$ cat config.mk
export PLATFORM = sky130hd
export DESIGN_NAME = seg14_scan_decoder_flat
export DESIGN_NICKNAME = d
export VERILOG_FILES = /design/src/rtl/seg14_pkg.sv /design/src/rtl/seg14_scan_decoder_if.sv /design/src/rtl/seg14_glyph_decode.sv /design/src/rtl/seg14_scan_decoder.sv /design/src/flat_wrapper.sv
export SDC_FILE = /design/constraint.sdc
export NUM_CORES = 1
export LEC_CHECK = 0
export ABC_AREA = 1
export CORE_MARGIN = 2
export CORE_UTILIZATION = 57
export DETAILED_ROUTE_END_ITERATION = 8
export PLACE_DENSITY_LB_ADDON = 0.25
export REMOVE_ABC_BUFFERS = 1
export SLEW_MARGIN = 30
export SYNTH_ARGS = -nofsm -noshare
export SYNTH_HDL_FRONTEND = slang
export SYNTH_SLANG_ARGS = --single-unit
export TNS_END_PERCENT = 50
$ cat constraint.sdc
create_clock -name clk -period 5.1 [get_ports clk]
set_clock_uncertainty 0.15 [all_clocks]
set_input_delay 1.02 -clock clk [delete_from_list [all_inputs] [get_ports clk]]
set_output_delay 1.02 -clock clk [all_outputs]
set_load 0.01 [all_outputs]
$ cat src/rtl/seg14_pkg.sv
// Shared definitions for the 14-segment scan decoder: glyph table, ASCII constants, streamer states.
// Segment order, MSB first: a b c d e f g1 g2 h(TL diag) i(top mid) j(TR diag) k(BR diag) l(bot mid) m(BL diag).
package seg14_pkg;

  localparam int SEG14_DIGITS = 12;
  localparam int SEG14_SEG_W  = 14;
  localparam int SEG14_CHAR_W = 8;

  localparam logic [7:0] ASCII_QMARK = 8'h3F;
  localparam logic [7:0] ASCII_SPACE = 8'h20;

  localparam logic [13:0] GLYPH_SPACE = 14'b00000000000000;
  localparam logic [13:0] GLYPH_A = 14'b11101111000000;
  localparam logic [13:0] GLYPH_B = 14'b11110001010010;
  localparam logic [13:0] GLYPH_C = 14'b10011100000000;
  localparam logic [13:0] GLYPH_D = 14'b11110000010010;
  localparam logic [13:0] GLYPH_E = 14'b10011110000000;
  localparam logic [13:0] GLYPH_F = 14'b10001110000000;
  localparam logic [13:0] GLYPH_G = 14'b10111101000000;
  localparam logic [13:0] GLYPH_H = 14'b01101111000000;
  localparam logic [13:0] GLYPH_I = 14'b10010000010010;
  localparam logic [13:0] GLYPH_J = 14'b01111000000000;
  localparam logic [13:0] GLYPH_K = 14'b00001110001100;
  localparam logic [13:0] GLYPH_L = 14'b00011100000000;
  localparam logic [13:0] GLYPH_M = 14'b01101100101000;
  localparam logic [13:0] GLYPH_N = 14'b01101100100100;
  localparam logic [13:0] GLYPH_O = 14'b11111100000000;
  localparam logic [13:0] GLYPH_P = 14'b11001111000000;
  localparam logic [13:0] GLYPH_Q = 14'b11111100000100;
  localparam logic [13:0] GLYPH_R = 14'b11001111000100;
  localparam logic [13:0] GLYPH_S = 14'b10110111000000;
  localparam logic [13:0] GLYPH_T = 14'b10000000010010;
  localparam logic [13:0] GLYPH_U = 14'b01111100000000;
  localparam logic [13:0] GLYPH_V = 14'b00001100001001;
  localparam logic [13:0] GLYPH_W = 14'b01101100000101;
  localparam logic [13:0] GLYPH_X = 14'b00000000101101;
  localparam logic [13:0] GLYPH_Y = 14'b00000000101010;
  localparam logic [13:0] GLYPH_Z = 14'b10010000001001;
  localparam logic [13:0] GLYPH_0 = 14'b11111100001001;
  localparam logic [13:0] GLYPH_1 = 14'b01100000001000;
  localparam logic [13:0] GLYPH_2 = 14'b11011011000000;
  localparam logic [13:0] GLYPH_3 = 14'b11110001000000;
  localparam logic [13:0] GLYPH_4 = 14'b01100111000000;
  localparam logic [13:0] GLYPH_5 = 14'b10110111000000;
  localparam logic [13:0] GLYPH_6 = 14'b10111111000000;
  localparam logic [13:0] GLYPH_7 = 14'b11100000000000;
  localparam logic [13:0] GLYPH_8 = 14'b11111111000000;
  localparam logic [13:0] GLYPH_9 = 14'b11110111000000;

  typedef enum logic {IDLE = 1'b0, STREAM = 1'b1} stream_state_e;

endpackage

$ cat src/rtl/seg14_scan_decoder_if.sv
// Snoop bus (sel/segm), output character stream and status flags of the scan decoder.
interface seg14_scan_decoder_if #(
  parameter int DIGITS = 12,
  parameter int SEG_W  = 14,
  parameter int CHAR_W = 8
);
  logic [DIGITS-1:0] sel;
  logic [SEG_W-1:0]  segm;
  logic              out_valid;
  logic              out_ready;
  logic [CHAR_W-1:0] out_char;
  logic [3:0]        out_pos;
  logic              out_last;
  logic              frame_done;
  logic              seq_err;
  logic              unk_glyph;
  logic [15:0]       err_count;

  // Environment side: the display scanner plus the character sink.
  modport master (
    output sel, segm, out_ready,
    input  out_valid, out_char, out_pos, out_last, frame_done, seq_err, unk_glyph, err_count
  );

  // Decoder side.
  modport slave (
    input  sel, segm, out_ready,
    output out_valid, out_char, out_pos, out_last, frame_done, seq_err, unk_glyph, err_count
  );
endinterface

$ cat src/rtl/seg14_glyph_decode.sv
// Combinational 14-segment pattern to ASCII lookup; any pattern outside the table yields '?'.
module seg14_glyph_decode
  import seg14_pkg::*;
(
  input  logic [13:0] segm_i,
  output logic [7:0]  ascii_o,
  output logic        unknown_o
);

  // Exact-match lookup; GLYPH_5 is identical to GLYPH_S and therefore decodes as the letter.
  always_comb begin
    ascii_o   = ASCII_QMARK;
    unknown_o = 1'b0;
    case (segm_i)
      GLYPH_SPACE: ascii_o = ASCII_SPACE;
      GLYPH_A: ascii_o = 8'h41;
      GLYPH_B: ascii_o = 8'h42;
      GLYPH_C: ascii_o = 8'h43;
      GLYPH_D: ascii_o = 8'h44;
      GLYPH_E: ascii_o = 8'h45;
      GLYPH_F: ascii_o = 8'h46;
      GLYPH_G: ascii_o = 8'h47;
      GLYPH_H: ascii_o = 8'h48;
      GLYPH_I: ascii_o = 8'h49;
      GLYPH_J: ascii_o = 8'h4A;
      GLYPH_K: ascii_o = 8'h4B;
      GLYPH_L: ascii_o = 8'h4C;
      GLYPH_M: ascii_o = 8'h4D;
      GLYPH_N: ascii_o = 8'h4E;
      GLYPH_O: ascii_o = 8'h4F;
      GLYPH_P: ascii_o = 8'h50;
      GLYPH_Q: ascii_o = 8'h51;
      GLYPH_R: ascii_o = 8'h52;
      GLYPH_S: ascii_o = 8'h53;
      GLYPH_T: ascii_o = 8'h54;
      GLYPH_U: ascii_o = 8'h55;
      GLYPH_V: ascii_o = 8'h56;
      GLYPH_W: ascii_o = 8'h57;
      GLYPH_X: ascii_o = 8'h58;
      GLYPH_Y: ascii_o = 8'h59;
      GLYPH_Z: ascii_o = 8'h5A;
      GLYPH_0: ascii_o = 8'h30;
      GLYPH_1: ascii_o = 8'h31;
      GLYPH_2: ascii_o = 8'h32;
      GLYPH_3: ascii_o = 8'h33;
      GLYPH_4: ascii_o = 8'h34;
      GLYPH_6: ascii_o = 8'h36;
      GLYPH_7: ascii_o = 8'h37;
      GLYPH_8: ascii_o = 8'h38;
      GLYPH_9: ascii_o = 8'h39;
      default: begin
        ascii_o   = ASCII_QMARK;
        unknown_o = 1'b1;
      end
    endcase
  end

endmodule

$ cat src/rtl/seg14_scan_decoder.sv
// Rebuilds 12-character frames from the snooped sel/segm scan and streams each frame out.
// Optional saturating error counter: define SEG14_SCAN_ERR_CNT_EN.
module seg14_scan_decoder
  import seg14_pkg::*;
#(
  parameter int DIGITS = SEG14_DIGITS,
  parameter int SEG_W  = SEG14_SEG_W,
  parameter int CHAR_W = SEG14_CHAR_W
) (
  input logic                 clk,
  input logic                 rst_n,
  seg14_scan_decoder_if.slave bus
);

  localparam logic [3:0] LAST_IDX = 4'(DIGITS - 1);

  logic [DIGITS-1:0] sel_q;
  logic [SEG_W-1:0]  segm_q;
  logic [7:0]        dec_char_s;
  logic              dec_unk_s;
  logic [4:0]        hot_cnt_s;
  logic [3:0]        hot_idx_s;

  logic [3:0]        exp_q, exp_d;
  logic              wr_en_s;
  logic              frame_done_q, frame_done_d;
  logic              seq_err_q, seq_err_d;
  logic              unk_q, unk_d;
  logic [CHAR_W-1:0] cap_q    [DIGITS];
  logic [CHAR_W-1:0] shadow_q [DIGITS];

  stream_state_e     state_q, state_d;
  logic [3:0]        ptr_q, ptr_d;
  logic              valid_q, valid_d;
  logic              last_q, last_d;
  logic [CHAR_W-1:0] char_q, char_d;
  logic              load_s, drop_s;

  // Stage 1: register the snooped bus.
  always_ff @(posedge clk or negedge rst_n) begin
    if (!rst_n) begin
      sel_q  <= '0;
      segm_q <= '0;
    end else begin
      sel_q  <= bus.sel;
      segm_q <= bus.segm;
    end
  end

  seg14_glyph_decode u_decode (
    .segm_i    (segm_q),
    .ascii_o   (dec_char_s),
    .unknown_o (dec_unk_s)
  );

  // Population count and index of the registered select.
  always_comb begin
    hot_cnt_s = 5'd0;
    hot_idx_s = 4'd0;
    for (int k = 0; k < DIGITS; k++) begin
      hot_cnt_s = hot_cnt_s + {4'd0, sel_q[k]};
      hot_idx_s = hot_idx_s | (sel_q[k] ? 4'(k) : 4'd0);
    end
  end

  // Stage 2 classification: in-order write, restart on index 0, or discard.
  always_comb begin
    exp_d        = exp_q;
    wr_en_s      = 1'b0;
    frame_done_d = 1'b0;
    seq_err_d    = 1'b0;
    unk_d        = 1'b0;
    if (hot_cnt_s > 5'd1) begin
      seq_err_d = 1'b1;
      exp_d     = 4'd0;
    end else if (hot_cnt_s == 5'd1) begin
      if (hot_idx_s == exp_q) begin
        wr_en_s      = 1'b1;
        unk_d        = dec_unk_s;
        frame_done_d = (hot_idx_s == LAST_IDX);
        exp_d        = (hot_idx_s == LAST_IDX) ? 4'd0 : hot_idx_s + 4'd1;
      end else if (hot_idx_s == 4'd0) begin
        seq_err_d = 1'b1;
        wr_en_s   = 1'b1;
        unk_d     = dec_unk_s;
        exp_d     = 4'd1;
      end else begin
        seq_err_d = 1'b1;
        exp_d     = 4'd0;
      end
    end else begin
      exp_d = exp_q;
    end
  end

  // Capture buffer, expected index and the registered status pulses.
  always_ff @(posedge clk or negedge rst_n) begin
    if (!rst_n) begin
      exp_q        <= 4'd0;
      frame_done_q <= 1'b0;
      seq_err_q    <= 1'b0;
      unk_q        <= 1'b0;
      for (int k = 0; k < DIGITS; k++) cap_q[k] <= CHAR_W'(ASCII_SPACE);
    end else begin
      exp_q        <= exp_d;
      frame_done_q <= frame_done_d;
      seq_err_q    <= seq_err_d;
      unk_q        <= unk_d;
      if (wr_en_s) begin
        cap_q[hot_idx_s] <= CHAR_W'(dec_char_s);
      end
    end
  end

  // Streamer next state: snapshot on frame_done, walk the shadow copy one handshake at a time.
  always_comb begin
    state_d = state_q;
    ptr_d   = ptr_q;
    valid_d = valid_q;
    char_d  = char_q;
    last_d  = last_q;
    load_s  = 1'b0;
    drop_s  = 1'b0;
    case (state_q)
      IDLE: begin
        if (frame_done_q) begin
          state_d = STREAM;
          load_s  = 1'b1;
          ptr_d   = 4'd0;
          valid_d = 1'b1;
          char_d  = cap_q[0];
          last_d  = (LAST_IDX == 4'd0);
        end else begin
          valid_d = 1'b0;
        end
      end
      STREAM: begin
        drop_s = frame_done_q;
        if (valid_q && bus.out_ready) begin
          if (ptr_q == LAST_IDX) begin
            state_d = IDLE;
            ptr_d   = 4'd0;
            valid_d = 1'b0;
            char_d  = '0;
            last_d  = 1'b0;
          end else begin
            ptr_d  = ptr_q + 4'd1;
            char_d = shadow_q[ptr_q + 4'd1];
            last_d = ((ptr_q + 4'd1) == LAST_IDX);
          end
        end else begin
          ptr_d = ptr_q;
        end
      end
      default: begin
        state_d = IDLE;
        ptr_d   = 4'd0;
        valid_d = 1'b0;
        char_d  = '0;
        last_d  = 1'b0;
      end
    endcase
  end

  // Streamer state, output registers and frame shadow.
  always_ff @(posedge clk or negedge rst_n) begin
    if (!rst_n) begin
      state_q <= IDLE;
      ptr_q   <= 4'd0;
      valid_q <= 1'b0;
      char_q  <= '0;
      last_q  <= 1'b0;
      for (int k = 0; k < DIGITS; k++) shadow_q[k] <= CHAR_W'(ASCII_SPACE);
    end else begin
      state_q <= state_d;
      ptr_q   <= ptr_d;
      valid_q <= valid_d;
      char_q  <= char_d;
      last_q  <= last_d;
      if (load_s) begin
        for (int k = 0; k < DIGITS; k++) shadow_q[k] <= cap_q[k];
      end
    end
  end

`ifdef SEG14_SCAN_ERR_CNT_EN
  logic [15:0] err_cnt_q, err_cnt_d;
  logic [1:0]  err_inc_s;
  logic [16:0] err_sum_s;

  // One count per error event in the cycle, clamped at all-ones.
  always_comb begin
    err_inc_s = {1'b0, seq_err_q} + {1'b0, unk_q} + {1'b0, drop_s};
    err_sum_s = {1'b0, err_cnt_q} + {15'd0, err_inc_s};
    if (err_sum_s[16]) begin
      err_cnt_d = 16'hFFFF;
    end else begin
      err_cnt_d = err_sum_s[15:0];
    end
  end

  // Error counter register; cleared only by rst_n.
  always_ff @(posedge clk or negedge rst_n) begin
    if (!rst_n) begin
      err_cnt_q <= 16'h0000;
    end else begin
      err_cnt_q <= err_cnt_d;
    end
  end

  assign bus.err_count = err_cnt_q;
`else
  assign bus.err_count = 16'h0000;
`endif

  assign bus.out_valid  = valid_q;
  assign bus.out_char   = char_q;
  assign bus.out_pos    = ptr_q;
  assign bus.out_last   = last_q;
  assign bus.frame_done = frame_done_q;
  assign bus.seq_err    = seq_err_q;
  assign bus.unk_glyph  = unk_q;

endmodule
$ cat src/flat_wrapper.sv
// flat-port wrapper written by rule: the top's interface ports become plain ports
module seg14_scan_decoder_flat import seg14_pkg::*;
#(
  parameter int DIGITS = SEG14_DIGITS,
  parameter int SEG_W  = SEG14_SEG_W,
  parameter int CHAR_W = SEG14_CHAR_W
)
  (clk, rst_n, bus_sel, bus_segm, bus_out_ready, bus_out_valid, bus_out_char, bus_out_pos, bus_out_last, bus_frame_done, bus_seq_err, bus_unk_glyph, bus_err_count);
  seg14_scan_decoder_if #(.DIGITS(DIGITS), .SEG_W(SEG_W), .CHAR_W(CHAR_W)) bus_i ();
  input logic clk;
  input logic rst_n;
  input wire logic [$bits(bus_i.sel)-1:0] bus_sel;
  input wire logic [$bits(bus_i.segm)-1:0] bus_segm;
  input wire logic [$bits(bus_i.out_ready)-1:0] bus_out_ready;
  output wire logic [$bits(bus_i.out_valid)-1:0] bus_out_valid;
  output wire logic [$bits(bus_i.out_char)-1:0] bus_out_char;
  output wire logic [$bits(bus_i.out_pos)-1:0] bus_out_pos;
  output wire logic [$bits(bus_i.out_last)-1:0] bus_out_last;
  output wire logic [$bits(bus_i.frame_done)-1:0] bus_frame_done;
  output wire logic [$bits(bus_i.seq_err)-1:0] bus_seq_err;
  output wire logic [$bits(bus_i.unk_glyph)-1:0] bus_unk_glyph;
  output wire logic [$bits(bus_i.err_count)-1:0] bus_err_count;
  assign bus_i.sel = bus_sel;
  assign bus_i.segm = bus_segm;
  assign bus_i.out_ready = bus_out_ready;
  assign bus_out_valid = bus_i.out_valid;
  assign bus_out_char = bus_i.out_char;
  assign bus_out_pos = bus_i.out_pos;
  assign bus_out_last = bus_i.out_last;
  assign bus_frame_done = bus_i.frame_done;
  assign bus_seq_err = bus_i.seq_err;
  assign bus_unk_glyph = bus_i.unk_glyph;
  assign bus_err_count = bus_i.err_count;
  seg14_scan_decoder #(.DIGITS(DIGITS), .SEG_W(SEG_W), .CHAR_W(CHAR_W)) u_core (.clk(clk), .rst_n(rst_n), .bus(bus_i));
endmodule
==> results.cfg <==
[sta]
worstMarginPinSlew_ps = 863
slew_viol_final = 0
period_share = 0.935
fin_hold_ws_ps = 274
setup_violations = 0
post-route-min-period_ps = 4770
fin_setup_tns_ps = 0
rsz0062_at_grt = no
hold_viol = 0
max_slew_margin = 0.423
clock.fmax_mhz = 210

[yosys]
async_flop_share = 1.00
yosys.area_share.simple = 0.236
synth_top_family_by_area = simple AND/OR/NAND/NOR gates
yosysSeqAreaShare = 0.516
yosysWarnings = 0
postSynthCellCount = 1184
synth.area.mux_share = 0.0590
synth_area_mm2 = 0.0105
ys_ff_latch = 215
synth.avg_cell_area_um2 = 8.86
synthFlopType = dfrtp_1
synth_compound_area_frac = 0.0827
yosysUniqueCellTypes = 41
synth-edff-count = 0
synthAdderAreaFrac = 0.0253
synth-xor-area-share = 0.00656

[critical_path]
worstSetupStartpoint = u_core.sel_q[1]
cp-start-kind = flop
cp_data_arrival_time_ps = 5070
crit_chain = ha_1 > inv_1 > fa_1 > fa_1 > fa_1 > fa_1 > fa_1 > nor3b_1 > nand2_1 > nor2_2 > nand2_1 > nand2_4 > buf_4 > nand2_8 > clkinv_4 > nand2_1 > nand2_1
r2r_end = u_core.cap_q[68]
crit_path_frequent_cell = fa_1
reg2reg_from = u_core.sel_q[1]
critPathCaptureType = flop
cp.required_ps = 5400
crit_family = adder cells
reg2reg_depth = 17
cp_max_fo = 9
r2r_setup_slack_ps = 330
worstSetupPathType = reg -> reg
cp.depth = 17
cp_num_buf_inv = 3
critPathMaxStageDelay_ps = 540
slowest_stage = fa_1
cp-endpoint = u_core.cap_q[68]

[routing]
drt_iter0_markers = 447
final_antenna_net_count = 0
drc_errors = 0
first_pass_iters = 5
via_count = 7829
wl_mm = 23.5
viasPerCell = 5.32
wire_per_inst_um = 15.9

[clocking]
cts_resized = 0
cts_setup_buffers = 0
cts_tree = yes
cts_buffers = 23
clkTransAtPathRegs_ps = 60
cts_buffer_depth = 3
ctsHoldBuffers = 0
clkSinkCount = 215
clk_latency_ps = 510
h-tree-depth = 1
cts-root-buf = clkbuf_16

[layout]
synthToLayoutAreaGrowth_pct = 12.5
final_common_cell = nand2_1
nets = 1271
drive_above_1_share = 0.151
diodes = 0
mostFrequentLayoutCells = nand2_1, dfrtp_1, nor2_1, inv_1, o21ai_0

[placed_design]
gp_congestion = 0.920
numPortBuffers = 44
dpl.hpwl_mm = 15.7

[die]
ioPinCount = 62
core.rowCount = 49
die_w_um = 140
initial_core_util = 0.582
dieArea_mm2 = 0.0195
die_h_um = 140
core_mm2 = 0.0180

[power]
power_leakage_nw = 6.10
p_per_area_mw_per_mm2 = 302
vdd_ir_drop_max_mv = 0.292

[grt]
grt_overflow = 0
antenna_found_initial = 0
grt_pass1_wl_mm = 39.4
grt_max_degree = 128
track_usage = 0.250
grt_pass1_vias = 7781

[flow_run]
max-cap-violations = 0

[worst_hold_path]
hold_path.class = in -> async

[outcome]
status = complete, no violations
-- kinds of logic after synthesis --
group / count (synthesis)
compound gates: 164
mux: 55
flops: 215
buf+inv: 162
other cells: 1
fa+ha+maj: 17
simple gates: 563
xor+xnor: 7
-- through the flow --
stage / power, mW / instances / setup slack, ps / utilization / instance area, µm²
after floorplan: 1.87 / 1145 / 384 / - / 10200
after global placement: 1.95 / 1428 / 437 / 0.612 / 11000
after detailed placement: 1.96 / 1428 / 351 / 0.613 / 11000
after CTS: 3.59 / 1470 / 321 / 0.653 / 11800
after global routing: 3.70 / 1471 / 55.8 / 0.655 / 11800
final: 3.56 / 1471 / 330 / 0.655 / 11800
-- how the worst min path moves through the flow --
stage	cells past startpoint	slack (ps)	start	to
2_1_floorplan	2	290	u_core.shadow_q[61]	u_core.shadow_q[61]
3_3_place_gp	2	300	u_core.shadow_q[61]	u_core.shadow_q[61]
3_5_place_dp	2	310	u_core.cap_q[48]	u_core.cap_q[48]
4_1_cts	2	320	u_core.cap_q[53]	u_core.cap_q[53]
5_1_grt	1	310	rst_n	u_core.cap_q[75]
6_report	1	270	rst_n	u_core.cap_q[75]
-- state kept, by name (all words and copies together) (netlist names), 4 cells and up --
signal	cells
u_core.bus.out_pos	4
u_core.bus.out_char	7
u_core.segm_q	14
u_core.sel_q	12
u_core.cap_q	84
u_core.exp_q	4
u_core.shadow_q	84
-- cell usage after synthesis (2+ instances only) --
cell      count  area (µm²)
a21oi_1      61         305
and3_1        2        12.5
buf_1         4        15.0
buf_2         5        25.0
buf_4        21         158
buf_6         3        33.8
clkbuf_1     21        78.8
clkinv_4      9        78.8
dfrtp_1     191        4780
dfstp_2      24         631
fa_1          7         140
ha_1         10         125
inv_1        88         330
inv_2        10        37.5
mux2_2       55         619
nand2_1     347        1300
nand2_2       9        56.3
nand2_4       2        22.5
nand2_8       9         180
nand3_1      23         115
nand3_4       3        52.6
nand4_1       4        25.0
nand4_2       2        25.0
nor2_1      139         522
nor2_2        8        50.1
nor2_4        5        56.3
nor3_1        7        35.0
o211ai_1     15         113
o21a_1        2        15.0
o21ai_0      74         370
o21ai_1      10        50.1
xnor2_1       2        17.5
xor2_1        4        35.0
-- report_power, final --
part,switching (mW),leakage [nW],internal (mW)
clock,0.668,0.361,0.967
combinational,0.125,2.93,0.0751
sequential,0.00975,2.81,1.72
-- layer usage --
layer | GRT usage | wire length, µm | vias up
li1 | - | - | 3809
met1 | 0.347 | 10400 | 3733
met2 | 0.405 | 11000 | 227
met3 | 0.0361 | 1220 | 60
met4 | 0.0905 | 863 | 0
met5 | 0 | 0 | -
-- layout make-up --
type / instances / area, µm²
timing repair buffer: 55 / 548
inverter: 107 / 447
clock buffer: 34 / 637
clock inverter: 8 / 93.8
tap: 229 / 287
sequential: 215 / 5410
multi-input combinational: 823 / 4380
fill: 1504 / 6220
Note: power is estimated with default switching activity, not from simulation.
